==> src/rtl/waves_pkg.sv <==
// rtl/waves_pkg.sv - shared encodings, command bytes and controller states for the waves command path
package waves_pkg;

  typedef enum logic [2:0] {
    WAVE_TRI = 3'd0,
    WAVE_SAW = 3'd1,
    WAVE_SQR = 3'd2,
    WAVE_SIN = 3'd3,
    WAVE_ECG = 3'd4
  } wave_sel_t;

  localparam logic [7:0] CMD_TRI       = 8'h54;
  localparam logic [7:0] CMD_SAW       = 8'h57;
  localparam logic [7:0] CMD_SQR       = 8'h51;
  localparam logic [7:0] CMD_SIN       = 8'h53;
  localparam logic [7:0] CMD_ECG       = 8'h45;
  localparam logic [7:0] CMD_NOISE_ON  = 8'h4E;
  localparam logic [7:0] CMD_NOISE_OFF = 8'h46;
  localparam logic [7:0] CMD_FREQ      = 8'h44;
  localparam logic [7:0] CMD_CR        = 8'h0D;
  localparam logic [7:0] CMD_LF        = 8'h0A;

  localparam logic [7:0] ACK_BYTE = 8'h4B;
  localparam logic [7:0] NAK_BYTE = 8'h3F;

  typedef enum logic [1:0] {
    ST_IDLE    = 2'd0,
    ST_FREQ_HI = 2'd1,
    ST_FREQ_LO = 2'd2,
    ST_ACK     = 2'd3
  } cmd_state_t;

  function automatic wave_sel_t wave_of_cmd(input logic [7:0] b);
    wave_sel_t w;
    case (b)
      CMD_SAW: w = WAVE_SAW;
      CMD_SQR: w = WAVE_SQR;
      CMD_SIN: w = WAVE_SIN;
      CMD_ECG: w = WAVE_ECG;
      default: w = WAVE_TRI;
    endcase
    return w;
  endfunction

endpackage

==> src/rtl/wave_cmd_timeout.sv <==
// rtl/wave_cmd_timeout.sv - loadable/clearable down-counter with an expiry strobe for inter-byte timeouts
module wave_cmd_timeout #(
  parameter int TIMEOUT_CYCLES = 52084
) (
  input  logic i_clk,
  input  logic i_rst,
  input  logic i_load,
  input  logic i_clr,
  input  logic i_en,
  output logic o_expired
);

  localparam int CW = (TIMEOUT_CYCLES > 1) ? $clog2(TIMEOUT_CYCLES) : 1;
  localparam logic [CW-1:0] LOAD_VAL = CW'(TIMEOUT_CYCLES - 1);

  logic [CW-1:0] r_cnt;

  // A fresh byte reloads, so expiry lands TIMEOUT_CYCLES edges after the last byte.
  always_ff @(posedge i_clk) begin
    if (i_rst) begin
      r_cnt <= '0;
    end else if (i_load) begin
      r_cnt <= LOAD_VAL;
    end else if (i_clr) begin
      r_cnt <= '0;
    end else if (i_en && (r_cnt != '0)) begin
      r_cnt <= r_cnt - CW'(1);
    end
  end

  assign o_expired = i_en && !i_load && (r_cnt == '0);

endmodule

==> src/rtl/wave_cmd_ctrl.sv <==
// rtl/wave_cmd_ctrl.sv - UART command parser and waveform config registers; WAVE_CMD_ECHO_EN adds ACK/NAK echo
module wave_cmd_ctrl #(
  parameter int          TIMEOUT_CYCLES = 52084,
  parameter logic [15:0] FREQ_RESET     = 16'h0400
) (
  input  logic        i_clk,
  input  logic        i_rst,
  input  logic        i_rx_valid,
  input  logic [7:0]  i_rx_data,
  output logic [2:0]  o_wave_sel,
  output logic        o_noise_en,
  output logic [15:0] o_freq_word,
  output logic        o_cfg_update,
  output logic        o_busy,
  output logic        o_tx_valid,
  output logic [7:0]  o_tx_data,
  input  logic        i_tx_ready,
  output logic        o_overrun
);

  import waves_pkg::*;

  cmd_state_t  r_state;
  cmd_state_t  w_next_state;
  wave_sel_t   r_wave_sel;
  wave_sel_t   w_wave_val;
  logic        r_noise_en;
  logic [15:0] r_freq_word;
  logic [7:0]  r_freq_hi;
  logic        r_cfg_update;
  logic        r_busy;

  logic        w_byte_valid;
  logic [7:0]  w_byte;
  logic        w_expired;
  logic        w_set_wave;
  logic        w_set_noise;
  logic        w_noise_val;
  logic        w_latch_hi;
  logic        w_set_freq;
  logic        w_send_ack;
  logic [7:0]  w_ack_byte;

`ifdef WAVE_CMD_ECHO_EN
  logic        r_pend_valid;
  logic [7:0]  r_pend_data;
  logic        r_tx_valid;
  logic [7:0]  r_tx_data;
  logic        r_overrun;
  logic        w_handshake;

  // Outside ACK a buffered byte takes precedence; a same-cycle rx byte refills the slot.
  assign w_byte_valid = (r_state != ST_ACK) && (r_pend_valid || i_rx_valid);
  assign w_byte       = r_pend_valid ? r_pend_data : i_rx_data;
  assign w_handshake  = r_tx_valid && i_tx_ready;

  always_ff @(posedge i_clk) begin
    if (i_rst) begin
      r_pend_valid <= 1'b0;
      r_pend_data  <= '0;
      r_overrun    <= 1'b0;
    end else if (r_state == ST_ACK) begin
      if (i_rx_valid) begin
        if (!r_pend_valid) begin
          r_pend_valid <= 1'b1;
          r_pend_data  <= i_rx_data;
        end else begin
          r_overrun <= 1'b1;
        end
      end
    end else if (r_pend_valid) begin
      r_pend_valid <= i_rx_valid;
      if (i_rx_valid) begin
        r_pend_data <= i_rx_data;
      end
    end
  end

  always_ff @(posedge i_clk) begin
    if (i_rst) begin
      r_tx_valid <= 1'b0;
      r_tx_data  <= '0;
    end else begin
      if (w_send_ack) begin
        r_tx_data <= w_ack_byte;
      end
      if (w_handshake) begin
        r_tx_valid <= 1'b0;
      end else if (r_state == ST_ACK) begin
        r_tx_valid <= 1'b1;
      end
    end
  end

  assign o_tx_valid = r_tx_valid;
  assign o_tx_data  = r_tx_data;
  assign o_overrun  = r_overrun;
`else
  logic [8:0] w_unused_echo;

  assign w_byte_valid  = i_rx_valid;
  assign w_byte        = i_rx_data;
  assign w_unused_echo = {i_tx_ready, w_ack_byte};
  assign o_tx_valid    = 1'b0;
  assign o_tx_data     = 8'h00;
  assign o_overrun     = 1'b0;
`endif

  wave_cmd_timeout #(
    .TIMEOUT_CYCLES(TIMEOUT_CYCLES)
  ) u_timeout (
    .i_clk     (i_clk),
    .i_rst     (i_rst),
    .i_load    (w_byte_valid),
    .i_clr     ((r_state == ST_IDLE) || (r_state == ST_ACK)),
    .i_en      ((r_state == ST_FREQ_HI) || (r_state == ST_FREQ_LO)),
    .o_expired (w_expired)
  );

  always_ff @(posedge i_clk) begin
    if (i_rst) begin
      r_state <= ST_IDLE;
      r_busy  <= 1'b0;
    end else begin
      r_state <= w_next_state;
      r_busy  <= (w_next_state != ST_IDLE);
    end
  end

  always_comb begin
    w_next_state = r_state;
    w_set_wave   = 1'b0;
    w_wave_val   = WAVE_TRI;
    w_set_noise  = 1'b0;
    w_noise_val  = 1'b0;
    w_latch_hi   = 1'b0;
    w_set_freq   = 1'b0;
    w_send_ack   = 1'b0;
    w_ack_byte   = ACK_BYTE;
    case (r_state)
      ST_IDLE: begin
        if (w_byte_valid) begin
          case (w_byte)
            CMD_TRI, CMD_SAW, CMD_SQR, CMD_SIN, CMD_ECG: begin
              w_set_wave = 1'b1;
              w_wave_val = wave_of_cmd(w_byte);
              w_send_ack = 1'b1;
            end
            CMD_NOISE_ON: begin
              w_set_noise = 1'b1;
              w_noise_val = 1'b1;
              w_send_ack  = 1'b1;
            end
            CMD_NOISE_OFF: begin
              w_set_noise = 1'b1;
              w_send_ack  = 1'b1;
            end
            CMD_FREQ: w_next_state = ST_FREQ_HI;
            CMD_CR, CMD_LF: w_next_state = ST_IDLE;
            default: begin
              w_send_ack = 1'b1;
              w_ack_byte = NAK_BYTE;
            end
          endcase
        end
      end
      ST_FREQ_HI: begin
        if (w_byte_valid) begin
          w_latch_hi   = 1'b1;
          w_next_state = ST_FREQ_LO;
        end else if (w_expired) begin
          w_send_ack   = 1'b1;
          w_ack_byte   = NAK_BYTE;
          w_next_state = ST_IDLE;
        end
      end
      ST_FREQ_LO: begin
        if (w_byte_valid) begin
          w_set_freq = 1'b1;
          w_send_ack = 1'b1;
        end else if (w_expired) begin
          w_send_ack   = 1'b1;
          w_ack_byte   = NAK_BYTE;
          w_next_state = ST_IDLE;
        end
      end
      ST_ACK: begin
`ifdef WAVE_CMD_ECHO_EN
        if (w_handshake) begin
          w_next_state = ST_IDLE;
        end
`else
        w_next_state = ST_IDLE;
`endif
      end
      default: w_next_state = ST_IDLE;
    endcase
`ifdef WAVE_CMD_ECHO_EN
    if (w_send_ack) begin
      w_next_state = ST_ACK;
    end
`else
    if (w_send_ack) begin
      w_next_state = ST_IDLE;
    end
`endif
  end

  // The high byte lives in r_freq_hi so freq_word only ever changes as a whole word.
  always_ff @(posedge i_clk) begin
    if (i_rst) begin
      r_wave_sel   <= WAVE_TRI;
      r_noise_en   <= 1'b0;
      r_freq_word  <= FREQ_RESET;
      r_freq_hi    <= '0;
      r_cfg_update <= 1'b0;
    end else begin
      r_cfg_update <= w_set_wave || w_set_noise || w_set_freq;
      if (w_set_wave) begin
        r_wave_sel <= w_wave_val;
      end
      if (w_set_noise) begin
        r_noise_en <= w_noise_val;
      end
      if (w_latch_hi) begin
        r_freq_hi <= w_byte;
      end
      if (w_set_freq) begin
        r_freq_word <= {r_freq_hi, w_byte};
      end
    end
  end

  assign o_wave_sel   = r_wave_sel;
  assign o_noise_en   = r_noise_en;
  assign o_freq_word  = r_freq_word;
  assign o_cfg_update = r_cfg_update;
  assign o_busy       = r_busy;

endmodule

==> config.mk <==
export PLATFORM = sky130hd
export DESIGN_NAME = wave_cmd_ctrl
export DESIGN_NICKNAME = d
export VERILOG_FILES = /design/src/rtl/waves_pkg.sv /design/src/rtl/wave_cmd_timeout.sv /design/src/rtl/wave_cmd_ctrl.sv
export SDC_FILE = /design/constraint.sdc
export NUM_CORES = 1
export LEC_CHECK = 0
export ABC_AREA = 1
export BUFFER_PORTS_ARGS = -buffer_cell sky130_fd_sc_hd__buf_2
export CAP_MARGIN = 10
export CORE_UTILIZATION = 35
export CTS_BUF_LIST = sky130_fd_sc_hd__clkbuf_4 sky130_fd_sc_hd__clkbuf_8 sky130_fd_sc_hd__clkbuf_16
export CTS_CLUSTER_SIZE = 10
export DETAILED_ROUTE_END_ITERATION = 7
export GPL_ROUTABILITY_DRIVEN = 0
export SYNTH_ARGS = -nofsm -noshare
export SYNTH_HDL_FRONTEND = slang
export SYNTH_SLANG_ARGS = --single-unit
==> constraint.sdc <==
create_clock -name i_clk -period 5.5 [get_ports i_clk]
set_clock_uncertainty 0.2 [all_clocks]
set_input_delay 0.275 -clock i_clk [delete_from_list [all_inputs] [get_ports i_clk]]
set_output_delay 0.275 -clock i_clk [all_outputs]
set_load 0.05 [all_outputs]
==> results of run 1 <==
-- logic make-up after synthesis --
family	synth area share (%)
DFF	39.9
xor gates and xnor gates	1.46
and+or+nand+nor	31.4
other	0.156
buffers and inverters	10.3
AOI/OAI and AO/OA	14.1
adders and majority gates	2.60
-- layout make-up --
class,count,area [sq um],area share [%]
tap,77,96.3,3.60
multi-input combinational,241,1230,46.0
timing repair buffer,32,160,5.99
inverter,34,135,5.05
clock buffer,5,68.8,2.57
clock inverter,3,23.8,0.889
sequential,48,961,35.9
-- stage by stage --
| stage | util [%] | area (sq um) | worst slack (ns) | hold WS, ns |
|---|---|---|---|---|
| finish | 41.2 | 2680 | 3.39 | 0.0471 |
| global route | 41.2 | 2680 | 3.19 | 0.0360 |
| CTS | 41.2 | 2680 | 3.40 | 0.0493 |
| detailed placement | 39.8 | 2580 | 3.42 | 0.239 |
| global placement | 39.8 | 2580 | 3.45 | 0.243 |
| floorplan | - | 2440 | 3.76 | 0.153 |
-- power groups by stage --
stage / sequential (mW) / combinational, mW / clock [mW]
detailed placement: 0.364 / 0.0717 / 0
global placement: 0.364 / 0.0713 / 0
floorplan: 0.364 / 0.0633 / 0
CTS: 0.356 / 0.0721 / 0.222
global route: 0.357 / 0.0796 / 0.239
finish: 0.356 / 0.0717 / 0.215
-- placed cells by master (no fill, tap or decap), types with 2 or more instances in the layout --
cell,count
sky130_fd_sc_hd__clkinvlp_4,2
sky130_fd_sc_hd__conb_1,10
sky130_fd_sc_hd__nand2_4,2
sky130_fd_sc_hd__nand4_1,5
sky130_fd_sc_hd__nand2_1,53
sky130_fd_sc_hd__nor3_2,2
sky130_fd_sc_hd__nor2_1,57
sky130_fd_sc_hd__xor2_1,4
sky130_fd_sc_hd__inv_2,5
sky130_fd_sc_hd__o21ai_0,28
sky130_fd_sc_hd__nor2_2,5
sky130_fd_sc_hd__buf_2,32
sky130_fd_sc_hd__nor2_4,2
sky130_fd_sc_hd__ha_1,5
sky130_fd_sc_hd__clkbuf_8,5
sky130_fd_sc_hd__or2_2,4
sky130_fd_sc_hd__a21oi_1,30
sky130_fd_sc_hd__inv_1,26
sky130_fd_sc_hd__nand3_2,2
sky130_fd_sc_hd__nand3_1,19
sky130_fd_sc_hd__nand2_2,2
sky130_fd_sc_hd__clkinv_1,2
sky130_fd_sc_hd__dfxtp_1,48
-- metal layers --
metal  part of all wire [%]  wire length, microns  up-vias
met5                      0                     0        -
met1                     46                  2280      959
li1                       -                     -     1104
met2                     48                  2390       42
met4                    2.3                   113        0
met3                    4.5                   226       11
-- flip-flops by register name (all words and copies together), names as in the netlist --
signal	cells
o_noise_en	1
o_cfg_update	1
o_freq_word	16
u_timeout.r_cnt	16
r_freq_hi	8
o_wave_sel	3
r_state	2
o_busy	1
-- path summary, 6_finish.rpt --
| path | startpoint | to | slack [ns] |
|---|---|---|---|
| worst min register to register | o_noise_en | o_noise_en | 0.26 |
| worst max-delay path | r_state[0] | o_freq_word[1] | 3.39 |
| worst min-delay path | i_rx_data[7] | r_freq_hi[7] | 0.05 |
| worst max register to register | r_state[0] | o_freq_word[1] | 3.39 |
-- worst min-delay path, cell delays in order --
cell and delay (ns):
sky130_fd_sc_hd__buf_2 0.08, sky130_fd_sc_hd__inv_1 0.05, sky130_fd_sc_hd__a21oi_1 0.11
==> run metrics, run 1 <==
wire length of the first global-routing pass=8.63 mm; post-synth top area share=39.9%; leading cell type by number of instances after synthesis=sky130_fd_sc_hd__nor2_1; pwr dens=240 nW/um^2; share of total power consumed by net switching=28.2%; Yosys top cell by area=sky130_fd_sc_hd__dfxtp_1; Total Negative Setup Slacks=0 ns; number of buffers added to fix hold violations after cts=0; internal power summed over all cells=461 uW; critical path startpoint category=flip-flop; share of cells above drive strength 1=19.0%; Leak Pwr=1.26 nW; final clock period utilization by the worst path=38.4%; highest-delay cell along the critical path=sky130_fd_sc_hd__inv_1; root cell of the clock tree=sky130_fd_sc_hd__clkbuf_8; Final Max Tran Viols=0; Top-Level Pins=44; setup repair after global routing missed its margin=no; shortest clock period the worst path allows after layout=2.11 ns; main flop type after synthesis=sky130_fd_sc_hd__dfxtp_1; mean area per synthesized cell=7.23 sq um; maximum clock rate=473 MHz; switching component of the power=181 uW; clock input transition at the sequential cells of the worst setup and hold paths=0.10 ns; vias in the first global route=1960; Critical Path End Type=flip-flop; Most common cell on crit path=sky130_fd_sc_hd__inv_1; total via count in the routed design=2116; length of the first detailed-routing pass in iterations=6; Syn. warnings=0; arrival time reported for the critical path endpoint=2.09 ns; slew at the pin closest to its max-slew limit=0.732 ns; CTS-repair resized insts=0; Final nets=379; starting density of the core=37.0%; worst reg-to-reg path cell count=6; Clk network pwr share=33.4%; total of max-cap violations=0; critical path data required time=5.48 ns; layer with the highest usage=met2; Max-Slew Margin vs Limit=51.1%; ranking of synthesized cells by area=sky130_fd_sc_hd__dfxtp_1 40%, sky130_fd_sc_hd__nor2_1 8.9%, sky130_fd_sc_hd__nand2_1 8.3%; Max stage delay on crit path=0.41 ns; Hold Crit Depth=3; sequential area share after synthesis=39.9%; worst ir drop on vdd=0.108 mV; pin count of the biggest net entering global routing=31; GR Layer Usage met1=18.3%; result of the run=finished, violations left; Post-Synthesis Cells=333; iteration-0 DRC count of the detailed router=84; # Post-CTS Setup Buffers=0; number of buffers inserted by port buffering=32; number of levels the H-tree was split into=2; number of standard cells in the layout, taps in and fillers out=440; cts bufs inserted=5; total power of the final layout=642 uW; DR DRC count=2; total track usage=15.0%; ANT cells=0; worst hold-check path type=in -> reg; crit-path max FO=23; count of state elements after synthesis=48; standard cell core area=6490 sq um; Critical Setup Path Class=reg -> reg; count of final setup violators=0; synthesized cell area=2410 sq um; antenna-violating nets left=0; portion of total power attributed to sequential cells=55.4%; routed wirelength normalized by instance count=11.4 microns; maximum buffer depth of the clock tree=2; filler cell count in the final layout=693; kind of cell adding the most delay to the critical path=buffers and inverters; TritonCTS Sinks=48; area growth from synthesis to layout=11.2%; standard-cell row count=29; die width=84.9 microns; violated checks=design-rule violations; ranking of synthesized cells by instance count=57 x sky130_fd_sc_hd__nor2_1, 53 x sky130_fd_sc_hd__nand2_1, 48 x sky130_fd_sc_hd__dfxtp_1; latest clock arrival within the worst-skew pair=0.30 ns; Total Wirelength=5.01 mm; y dimension of the die=84.9 microns; WP depth=6; cell breakdown of the critical path=inv_1, ha_1, nand2_1, inv_1, o21ai_0, a21oi_1; library cells used by synthesis=35; Overflow after GRT=0; combinational fraction of design power=11.2%; number of enable flip-flop cells after synthesis=0; Hold Fails Final Rpt=0; number of antenna violations at the first check in global routing=0; detailed-placement wirelength estimate=3.71 mm; via count normalized by instance count=4.81; met3 usage in global routing=3.89%; Buffers & Inverters on Critical Path=2; Placed Instances=432; M2 GR Usage=24.7%; Total Die Area=7210 sq um; clock tree from TritonCTS=yes; post-synthesis async set-or-reset flop share=0%
Power figures use the tool's default switching activity.
==> run 2, diff against run 1 <==
- ABC_AREA: 1 -> 0
- clock period: 5.5 -> 2 ns (I/O delays scaled with it)
==> run 2 against run 1 <==
Largest power group unchanged. Non-clock buffer count rose by 43. Core utilization is 7.5 points higher. The flow finishes with violations (design-rule violations, negative setup slack). Clock power rose to 4.0 times the previous value. Worst hold slack got worse by 0.028 ns. Cell area grew 18%. Count of clock-buffer cells in the layout did not move. Total power grew to 3.3 times the previous value.
==> run metrics, run 2 <==
Max stage delay on crit path=0.48 ns; count of state elements after synthesis=48; main flop type after synthesis=sky130_fd_sc_hd__dfxtp_1; die width=84.9 microns; ranking of synthesized cells by area=sky130_fd_sc_hd__dfxtp_1 40%, sky130_fd_sc_hd__a21oi_1 8.5%, sky130_fd_sc_hd__nand2_1 7.0%; share of synthesized area spent on multiplexers=0.833%; setup repair after global routing missed its margin=yes; leading cell type in the layout, fill and taps excluded=sky130_fd_sc_hd__dfxtp_1; standard-cell row count=29; count of final setup violators=19; Post-Route Hold Slack=0.0187 ns; placement-stage worst setup slack=-0.313 ns; standard cell core area=6490 sq um; arrival time reported for the critical path endpoint=2.28 ns; crit-path max FO=5; library cells used by synthesis=49; area taken by flip-flops and latches=962 sq um; complex-gate fraction of the synthesized area=17.5%; clock input transition at the sequential cells of the worst setup and hold paths=0.09 ns; highest-delay cell along the critical path=sky130_fd_sc_hd__or4_4; share of synthesized cell area in full adder, half adder and majority cells=2.60%; Leak Pwr=1.26 nW; pwr dens=667 nW/um^2; final clock period utilization by the worst path=114%; total via count in the routed design=2331; Post-Synthesis Cells=303; Hold Fails Final Rpt=0; maximum clock rate=437 MHz; mean area per synthesized cell=7.93 sq um; number of antenna violations at the first check in global routing=0; shortest clock period the worst path allows after layout=2.29 ns; total of max-cap violations=0; largest family of logic cells by synthesized area=simple AND/OR/NAND/NOR gates; result of the run=finished, violations left; leading cell type by number of instances after synthesis=sky130_fd_sc_hd__dfxtp_1; routed length on met3=203 microns; Final Max Tran Viols=0; critical path data required time=1.99 ns; highest-count cells in the layout ignoring fill and taps=47 x sky130_fd_sc_hd__dfxtp_1, 45 x sky130_fd_sc_hd__nand2_1, 38 x sky130_fd_sc_hd__a21oi_1; total power of the final layout=2.11 mW; number of enable flip-flop cells after synthesis=0; cell breakdown of the critical path=inv_2, ha_4, or3b_4, or4_4, o31a_2, o21ai_2, a211oi_2; vias in the first global route=2096; filler cell count in the final layout=644; DR DRC count=4; final critical-path setup slack=-0.287 ns; Critical Setup Path Class=reg -> reg; area taken by multi-input logic gates=1400 sq um; Met2 Routed Length=2.83 mm; Syn. warnings=0; Top-Level Pins=44; critical path startpoint category=flip-flop; Total Die Area=7200 sq um; Critical Path End Type=flip-flop; clock tree from TritonCTS=yes; simple logic cell fraction of the synthesized area=26.8%; Final nets=382; maximum buffer depth of the clock tree=2; latest clock arrival within the worst-skew pair=0.31 ns; wire length of the first global-routing pass=9.87 mm; post-synthesis async set-or-reset flop share=0%; number of levels the H-tree was split into=2; antenna-violating nets left=0; ranking of synthesized cells by instance count=48 x sky130_fd_sc_hd__dfxtp_1, 45 x sky130_fd_sc_hd__nand2_1, 41 x sky130_fd_sc_hd__a21oi_1; Total Wirelength=6.10 mm; total track usage=17.0%; root cell of the clock tree=sky130_fd_sc_hd__clkbuf_8; ANT cells=0; pin count of the biggest net entering global routing=23; highest metal used=met4; violated checks=design-rule violations, negative setup slack; Yosys top cell by area=sky130_fd_sc_hd__dfxtp_1; routed wirelength normalized by instance count=13.8 microns; y dimension of the die=84.9 microns; share of cells above drive strength 1=28.4%; TritonCTS Sinks=48; area growth from synthesis to layout=31.6%; sequential area share after synthesis=40.0%; iteration-0 DRC count of the detailed router=111; length of the first detailed-routing pass in iterations=7; worst hold-check path type=in -> reg; cts bufs inserted=5; sum of routed wire segments on met1=2.94 mm; starting density of the core=37.0%; synthesized cell area=2400 sq um; number of buffers inserted by port buffering=32; via count normalized by instance count=5.26; worst ir drop on vdd=0.474 mV; parity-gate share of the synthesized area counting xor and xnor cells=4.01%; post-synth top area share=40.0%; Overflow after GRT=0; detailed-placement wirelength estimate=4.12 mm
[run 2: timing repair]
action	in CTS	in global routing
pin swaps	4	11
hold buffers	8	0
setup buffers	1	3
hold endpoints to repair	23	0
gates resized for setup	14	13
endpoints found under the setup margin	19	21
[run 2: final timing paths]
check	endpoint	cells past startpoint	from	slack [ns]
setup / recovery	u_timeout.r_cnt[14]	7	u_timeout.r_cnt[0]	-0.29
setup reg to reg	u_timeout.r_cnt[14]	7	u_timeout.r_cnt[0]	-0.29
hold / removal	u_timeout.r_cnt[9]	2	i_rst	0.02
hold reg to reg	o_freq_word[3]	2	o_freq_word[3]	0.26
[run 2: layout make-up]
type	instances	share of cell area, %
timing repair buffer	75	16.8
multi-input combinational	226	44.4
inverter	9	1.07
clock buffer	5	2.17
sequential	48	30.4
tap	77	3.04
clock inverter	3	2.17
[run 2: metal layers]
metal / global-route usage (%) / vias to the layer above
met4: 6.47 / 0
met1: 23.4 / 1103
met2: 26.5 / 59
li1: - / 1157
met3: 3.11 / 12
met5: 0 / -
[run 2: critical path, delay by kind of cell (launching register included)]
family | cells | cell delay, ns
DFF | 1 | 0.33
buffers and inverters | 1 | 0.08
adders and majority gates | 1 | 0.14
AOI/OAI and AO/OA | 3 | 0.58
and+or+nand+nor | 2 | 0.85
[run 2: power by group]
group	internal (mW)	switching, mW	total, mW
registers	0.966	0.00665	0.973
logic	0.108	0.177	0.285
clock network	0.503	0.350	0.853
[run 2: logic make-up (layout without fill, tap and decap cells)]
| group | count (synthesis) | count (layout) |
|---|---|---|
| flops | 48 | 48 |
| compound gates | 69 | 69 |
| fa+ha+maj | 5 | 5 |
| xor+xnor | 11 | 11 |
| mux | 2 | 2 |
| simple gates | 129 | 129 |
| other cells | 1 | 10 |
| buf+inv | 38 | 92 |
[run 2: stage by stage]
step | TNS (ns) | area [sq um] | util, % | instances
2_1_floorplan | -4.11 | 2450 | - | 312
3_3_place_gp | -3.84 | 2790 | 43.0 | 423
3_5_place_dp | -4.57 | 2790 | 43.0 | 423
4_1_cts | -3.84 | 3080 | 47.4 | 440
5_1_grt | -5.43 | 3160 | 48.7 | 443
6_report | -3.78 | 3160 | 48.7 | 443
==> run 3, diff against run 2 <==
- clock period: 2 -> 1.88 ns (I/O delays scaled with it)
==> run 3 against run 2 <==
The flow still finishes with violations (design-rule violations, negative setup slack). Cell area is 1.7% higher. Worst setup slack worse by 0.10 ns. Register-to-register slack worse by 0.10 ns. Clock power is 9.1% lower. Total power is 0.30% higher. Die area stayed put. Non-clock buffer count is 14 higher. Combinational power is 8.4% higher. Core utilization is 0.85 points higher.
==> run metrics, run 3 (synthesis results as in run 2) <==
result of the run=finished, violations left; violated checks=design-rule violations, negative setup slack; routed wirelength normalized by instance count=13.5 microns; clock input transition at the sequential cells of the worst setup and hold paths=0.10 ns; detailed-placement wirelength estimate=4.10 mm; Total Negative Setup Slacks=-5.15 ns; Max-Slew Margin vs Limit=57.4%; critical path data required time=1.90 ns; Overflow after GRT=0; maximum clock rate=441 MHz; number of antenna violations at the first check in global routing=0; antenna-violating nets left=0; root cell of the clock tree=sky130_fd_sc_hd__clkbuf_8; Leak Pwr=1.30 nW; Placed Instances=432; slew at the pin closest to its max-slew limit=0.634 ns; die width=84.9 microns; final critical-path setup slack=-0.390 ns; placement-stage worst setup slack=-0.419 ns; standard cell core area=6490 sq um; filler cell count in the final layout=619; number of standard cells in the layout, taps in and fillers out=457; via count normalized by instance count=5.13; Critical Path End Type=flip-flop; critical path startpoint category=flip-flop; Final Max Tran Viols=0; standard-cell row count=29; y dimension of the die=84.9 microns; number of buffers inserted by port buffering=32; count of final setup violators=19; Critical Setup Path Class=reg -> reg; total of max-cap violations=0; Total Die Area=7200 sq um; latest clock arrival within the worst-skew pair=0.31 ns; worst hold-check path type=in -> reg; vias in the first global route=2157; pwr dens=658 nW/um^2; ANT cells=0; Total Wirelength=6.17 mm; wire length of the first global-routing pass=10.3 mm; total track usage=17.9%; TritonCTS Sinks=48; highest-count cells in the layout ignoring fill and taps=47 x sky130_fd_sc_hd__dfxtp_1, 45 x sky130_fd_sc_hd__nand2_1, 39 x sky130_fd_sc_hd__buf_4; worst ir drop on vdd=0.316 mV; pin count of the biggest net entering global routing=23; length of the first detailed-routing pass in iterations=8; Final nets=396; setup repair after global routing missed its margin=yes; shortest clock period the worst path allows after layout=2.27 ns; iteration-0 DRC count of the detailed router=130; area growth from synthesis to layout=33.9%; Top-Level Pins=44; crit-path max FO=5; clock tree from TritonCTS=yes; cts bufs inserted=5; final clock period utilization by the worst path=121%; leading cell type in the layout, fill and taps excluded=sky130_fd_sc_hd__dfxtp_1; starting density of the core=37.0%; Finished Core Util=49.6%; arrival time reported for the critical path endpoint=2.29 ns; total via count in the routed design=2346; number of levels the H-tree was split into=2; maximum buffer depth of the clock tree=2; DR DRC count=3; share of cells above drive strength 1=29.7%; Hold Fails Final Rpt=0
run 3: cell count changes in the layout (fill, tap and decap cells not counted), moves of 2 or more:
cell | previous run | this run
sky130_fd_sc_hd__buf_4 | 30 | 39
sky130_fd_sc_hd__dlygate4sd3_1 | 8 | 15
sky130_fd_sc_hd__nor2_1 | 27 | 25
sky130_fd_sc_hd__nor2_2 | 0 | 2
sky130_fd_sc_hd__nor4_2 | 0 | 2
sky130_fd_sc_hd__nor4_4 | 2 | 0
run 3: area by class of cell:
cell class	instances	area (sq um)	share of cell area, %
inverters	9	33.8	1.05
flip-flops and latches	48	962	29.9
clock inverters	3	46.3	1.44
clock buffers	5	68.8	2.14
well taps	77	96.3	2.99
multi-input cells	226	1380	42.7
repair buffers	89	637	19.8
run 3: final timing paths:
path	from	end	slack (ns)	cells after the start
worst min register to register	o_freq_word[9]	o_freq_word[9]	0.26	2
worst max register to register	u_timeout.r_cnt[0]	u_timeout.r_cnt[14]	-0.39	7
worst min-delay path	i_rx_data[4]	o_freq_word[4]	0.01	4
worst max-delay path	u_timeout.r_cnt[0]	u_timeout.r_cnt[14]	-0.39	7
run 3: metrics by stage:
step           total power, mW  hold slack [ns]  area [sq um]
2_1_floorplan             1.25           0.0300          2450
3_3_place_gp              1.32            0.181          2850
3_5_place_dp              1.32            0.184          2850
4_1_cts                   2.13          0.00116          3180
5_1_grt                   2.20           0.0168          3220
6_report                  2.12           0.0139          3220
run 3: worst max-delay path, stage by stage, from the launching register on:
cell	delay, ns
sky130_fd_sc_hd__dfxtp_2	0.33
sky130_fd_sc_hd__inv_2	0.07
sky130_fd_sc_hd__ha_4	0.13
sky130_fd_sc_hd__or3b_4	0.37
sky130_fd_sc_hd__or4_4	0.48
sky130_fd_sc_hd__nor4_1	0.26
sky130_fd_sc_hd__o21ai_1	0.11
sky130_fd_sc_hd__a211oi_1	0.23
run 3: power breakdown:
part | internal, mW | switching (mW) | total (mW)
clock | 0.401 | 0.375 | 0.775
sequential | 1.03 | 0.00577 | 1.03
combinational | 0.125 | 0.184 | 0.309
total | 1.55 | 0.564 | 2.12
run 3: routing by layer:
layer,GRT usage (%),routed length (microns),vias up
met3,3.60,255,7
met2,28.5,2850,55
met4,5.24,91,0
met1,24.7,2970,1097
met5,0,0,-
li1,-,-,1187
run 3: timing repair:
action,CTS,global route
endpoints found under the setup margin,19,24
pin swaps,11,10
hold endpoints to repair,17,0
buffers inserted,1,1
gates resized for setup,13,12
hold buffers,15,0
